File: config.mk
export PLATFORM = sky130hd
export DESIGN_NAME = traffic_light_ctrl
export DESIGN_NICKNAME = d
export VERILOG_FILES = /design/src/rtl/traffic_light_ctrl.sv
export SDC_FILE = /design/constraint.sdc
export NUM_CORES = 1
export LEC_CHECK = 0
export CELL_PAD_IN_SITES_DETAIL_PLACEMENT = 2
export CELL_PAD_IN_SITES_GLOBAL_PLACEMENT = 2
export CORE_MARGIN = 5
export CORE_UTILIZATION = 26
export CTS_BUF_LIST = sky130_fd_sc_hd__clkbuf_16
export CTS_CLUSTER_DIAMETER = 50
export DETAILED_ROUTE_END_ITERATION = 10
export PLACE_DENSITY = 0.84
export SYNTH_ARGS = -nofsm -noshare
export SYNTH_HDL_FRONTEND = slang
export SYNTH_SLANG_ARGS = --single-unit
export TNS_END_PERCENT = 50
File: constraint.sdc
create_clock -name clk -period 1.3 [get_ports clk]
set_input_delay 0.13 -clock clk [delete_from_list [all_inputs] [get_ports clk]]
set_output_delay 0.13 -clock clk [all_outputs]
set_load 0.01 [all_outputs]
File: src/rtl/traffic_light_ctrl.sv
// traffic_light_ctrl: GREEN -> YELLOW -> RED phase sequencer that drives the
// light_counter load/count interface (one-hot init pulse, en while running,
// last to advance) and the one-hot lamp outputs {red, yellow, green}.
//
// Optional feature macro: TLC_PED_TRUNC_EN
//   defined   : a latched pedestrian request truncates green while the
//               remaining count is above pPED_MIN_GREEN.
//   undefined : ped_req is ignored and ped_pending stays 0.
//
// Every output is a register loaded from a decode of the next state, so the
// lamps, init and en change on the same edge as the state.
module traffic_light_ctrl #(
  parameter int pINIT_WIDTH    = 3,
  parameter int pCNT_WIDTH     = 5,
  parameter int pPED_MIN_GREEN = 4
) (
  input  logic                   clk,
  input  logic                   rst_n,
  input  logic                   run,
  input  logic                   last,
  input  logic [pCNT_WIDTH-1:0]  cnt_in,
  input  logic                   ped_req,
  output logic [pINIT_WIDTH-1:0] init,
  output logic                   en,
  output logic [2:0]             lights,
  output logic                   cycle_done,
  output logic                   ped_pending
);

  typedef enum logic [2:0] {
    IDLE   = 3'd0,
    LOAD_G = 3'd1,
    RUN_G  = 3'd2,
    LOAD_Y = 3'd3,
    RUN_Y  = 3'd4,
    LOAD_R = 3'd5,
    RUN_R  = 3'd6
  } state_t;

  // Lamp encodings, {red, yellow, green}
  localparam logic [2:0] LAMP_G = 3'b001;
  localparam logic [2:0] LAMP_Y = 3'b010;
  localparam logic [2:0] LAMP_R = 3'b100;

  // Phase index used to select the init bit: 0 = GREEN, 1 = YELLOW, 2 = RED
  localparam logic [1:0] SEL_G = 2'd0;
  localparam logic [1:0] SEL_Y = 2'd1;
  localparam logic [1:0] SEL_R = 2'd2;

  state_t                 state_reg, state_next;
  logic [pINIT_WIDTH-1:0] init_reg, init_next;
  logic                   en_reg, en_next;
  logic [2:0]             lights_reg, lights_next;
  logic                   cycle_done_reg, cycle_done_next;
  logic                   ped_pending_reg, ped_pending_next;

  logic                   load_next;
  logic [1:0]             load_sel_next;
  logic                   green_trunc;

`ifdef TLC_PED_TRUNC_EN
  // Cut green short only while enough of it remains to be worth cutting
  assign green_trunc = ped_pending_reg && (cnt_in > pCNT_WIDTH'(pPED_MIN_GREEN));

  // Latch requests; entering LOAD_R serves the request, but a request that
  // arrives on that same edge is kept for the next cycle
  always_comb begin
    ped_pending_next = ped_pending_reg | ped_req;
    if (state_next == LOAD_R && state_reg != LOAD_R) begin
      ped_pending_next = ped_req;
    end
  end
`else
  logic unused_ped_inputs;
  assign unused_ped_inputs = ^{cnt_in, ped_req};
  assign green_trunc       = 1'b0;

  // Pedestrian handling is compiled out: the latch stays clear
  always_comb begin
    ped_pending_next = 1'b0;
  end
`endif

  // Next-state selection and decode of the registered outputs from it
  always_comb begin
    state_next      = state_reg;
    load_next       = 1'b0;
    load_sel_next   = SEL_G;
    en_next         = 1'b0;
    lights_next     = LAMP_R;
    cycle_done_next = 1'b0;

    case (state_reg)
      IDLE:   if (run) state_next = LOAD_G;
      LOAD_G: state_next = RUN_G;
      RUN_G:  if (last || green_trunc) state_next = LOAD_Y;
      LOAD_Y: state_next = RUN_Y;
      RUN_Y:  if (last) state_next = LOAD_R;
      LOAD_R: state_next = RUN_R;
      RUN_R: begin
        if (last) begin
          cycle_done_next = 1'b1;
          state_next      = run ? LOAD_G : IDLE;
        end
      end
      default: state_next = IDLE;
    endcase

    case (state_next)
      LOAD_G: begin
        load_next     = 1'b1;
        load_sel_next = SEL_G;
        lights_next   = LAMP_G;
      end
      RUN_G: begin
        en_next     = 1'b1;
        lights_next = LAMP_G;
      end
      LOAD_Y: begin
        load_next     = 1'b1;
        load_sel_next = SEL_Y;
        lights_next   = LAMP_Y;
      end
      RUN_Y: begin
        en_next     = 1'b1;
        lights_next = LAMP_Y;
      end
      LOAD_R: begin
        load_next     = 1'b1;
        load_sel_next = SEL_R;
        lights_next   = LAMP_R;
      end
      RUN_R: begin
        en_next     = 1'b1;
        lights_next = LAMP_R;
      end
      default: begin
        lights_next = LAMP_R;
      end
    endcase
  end

  // One-hot init decode: only the bit of the phase being loaded is set
  generate
    for (genvar gi = 0; gi < pINIT_WIDTH; gi++) begin : g_init_bit
      assign init_next[gi] = load_next && (load_sel_next == 2'(gi));
    end
  endgenerate

  // State and output registers; reset drops straight to the safe red IDLE
  always_ff @(posedge clk or negedge rst_n) begin
    if (!rst_n) begin
      state_reg       <= IDLE;
      init_reg        <= '0;
      en_reg          <= 1'b0;
      lights_reg      <= LAMP_R;
      cycle_done_reg  <= 1'b0;
      ped_pending_reg <= 1'b0;
    end else begin
      state_reg       <= state_next;
      init_reg        <= init_next;
      en_reg          <= en_next;
      lights_reg      <= lights_next;
      cycle_done_reg  <= cycle_done_next;
      ped_pending_reg <= ped_pending_next;
    end
  end

  assign init        = init_reg;
  assign en          = en_reg;
  assign lights      = lights_reg;
  assign cycle_done  = cycle_done_reg;
  assign ped_pending = ped_pending_reg;

endmodule
==> run summary <==
Setup-failing EPs final = 0
clock sinks = 11
Via Count = 421
crit path DAT = 1.10 ns
first-pass GRT wire length = 2650 um
syn nets = 60
IO buf count = 11
Final min period = 1.23 ns
CP delay by family, top = buffers and inverters
pre-CTS setup slack = -0.121 ns
met2 Use GR = 0.188
Slew Limit Fails = 0
Clock Tree Buf Depth = 2
Core Area = 2020 um2
sequential cell area fraction in the yosys report = 0.490
met3 usage = 0.0275
IO Count = 19
Die H = 56.6 um
required time of the critical path = 1.17 ns
EDFF count, synth = 0
largest net degree at the start of global routing = 12
min-delay worst type = input pin to async pin
Fin. Hold Viols = 0
CP Launch Type = flip-flop
Post-CTS Setup Inserts = 0
Syn. warnings = 0
Synth cell types = 28
Row Count = 16
fin area = 790 um2
clock-pin slew on the worst setup and hold paths = 0.04 ns
fmax = 816 MHz
hpwl dp = 1130 um
maximum VDD drop = 0.000866 V
PostCTS Resize Cnt = 2
Final Skew = 0.00295 ns
post-route ant nets = 0
PwrDens = 2580 nW/um2
DR vias/cell = 4.53
CTS H-tree lvls = 1
Routed WL = 1540 um
worst slew pin tran = 0.526 ns
placed cell count = 89
max cap viols = 0
Fin Hold WS = 0.243 ns
WP buf/inv = 1
post-synthesis average cell area = 11.3 um2
max_slew headroom = 0.648
total chip power = 2.03 mW
Placer Congestion = 0.764
area grow syn2layout = 39.9%
slowest stage delay, CP = 0.54 ns
DP Area = 708 um2
cells along the critical path = clkdlybuf4s50_1
setup ws final = 0.0743 ns
hold buffer count at CTS = 0
die width = 56.6 um
Final Util = 0.390
Lkg Pwr = 0.325 nW
DR iter-0 viols = 2
status = finished clean
# diodes = 0
total CTS buffers = 3
DRC = 0
unrepaired setup endpoints after global routing = false
post-synthesis cell area = 564 um2
Tot GR Track Use = 0.109
Clock Latency Late Sink = 0.24 ns
GRT Max-Usage Layer = met2
vias in the first global route = 505
DIE AREA = 3200 um2
M1 GR Usage = 0.123
setup tns final = 0 ns
Avg WL per Cell = 16.6 um
CP max-delay cell = clkdlybuf4s50_1
DRT Pass-1 Iters = 3
CP Max Fanout = 1
share of cells above drive strength 1 = 0.333
nets = 77
Layout Cells excl Fill = 93
Post-synth ARST share = 1.00
CTS tree = built
Initial Util = 0.279
remaining global-route overflow = 0
final period utilization = 0.943
Top FF cell, synth = dfrtp_1
initial antenna violation count = 0
WS Path Type = flip-flop to primary output
Seq cells post-synth = 11
post-synthesis cell count = 50
CTS root buf = clkbuf_16
CP Capture Type = primary output
placed cells by master (no fill, tap or decap):
cell type	Yosys	layout
clkdlybuf4s50_1	0	10
dfrtp_1	10	9
nor2_1	7	7
buf_4	3	6
clkbuf_16	0	3
inv_1	1	2
a21oi_1	2	2
nor3_1	2	2
nand2_1	2	2
nor2_2	2	2
a31oi_1	1	1
inv_4	0	1
o21ai_2	1	1
a2111oi_2	1	1
and2_1	1	1
nand2b_2	1	1
or2b_1	1	1
o21ai_1	1	1
nor4_4	1	1
a2111oi_4	1	1
o32ai_1	1	1
a31o_2	1	1
nor3b_1	1	1
nand3_1	1	1
o21a_1	1	1
a21oi_2	1	1
nor3b_2	1	1
conb_1	1	1
dfstp_2	1	1
dlygate4sd2_1	0	1
dfrtp_2	0	1
layout make-up:
class | instances | area [um2]
multi-input combinational | 32 | 235
clock inverter | 1 | 3.75
tap | 27 | 33.8
fill | 223 | 1230
timing repair buffer | 17 | 154
clock buffer | 3 | 75.1
inverter | 2 | 10.0
sequential | 11 | 278
per-layer routing:
| metal | vias to the layer above | routed length, um |
|---|---|---|
| met4 | 0 | 10 |
| met5 | - | 0 |
| met3 | 2 | 65 |
| li1 | 198 | - |
| met1 | 213 | 644 |
| met2 | 8 | 821 |
power by group:
group | internal (mW) | switching, mW | total, mW
sequential | 0.490 | 0.172 | 0.662
clock | 0.404 | 0.154 | 0.558
combinational | 0.419 | 0.395 | 0.813
total | 1.31 | 0.721 | 2.03
path summary, 6_finish.rpt:
| path | cells past startpoint | slack (ns) | end | start |
|---|---|---|---|---|
| worst max-delay path | 1 | 0.07 | cycle_done | cycle_done |
| worst min-delay path | 1 | 0.24 | lights[0] | rst_n |
| worst max register to register | 3 | 0.08 | lights[2] | state_reg[1] |
| worst min register to register | 1 | 0.60 | init[2] | state_reg[0] |
| max in group asynchronous | 1 | 0.68 | state_reg[0] | rst_n |
| min in group clk | 1 | 0.60 | init[2] | state_reg[0] |
synthesized netlist by cell type, types with 2 or more instances:
library cell   n  area (um2)
nor2_1         7        26.3
dfrtp_1       10         250
nor2_2         2        12.5
a21oi_1        2        10.0
nand2_1        2        7.51
buf_4          3        22.5
buf_6          2        22.5
nor3_1         2        10.0
cells by family after synthesis:
group	Yosys count	synth area share
simple gates	20	0.222
compound gates	11	0.188
flops	11	0.490
buf+inv	7	0.0931
other cells	1	0.00665
Note: power is estimated with default switching activity, not from simulation.
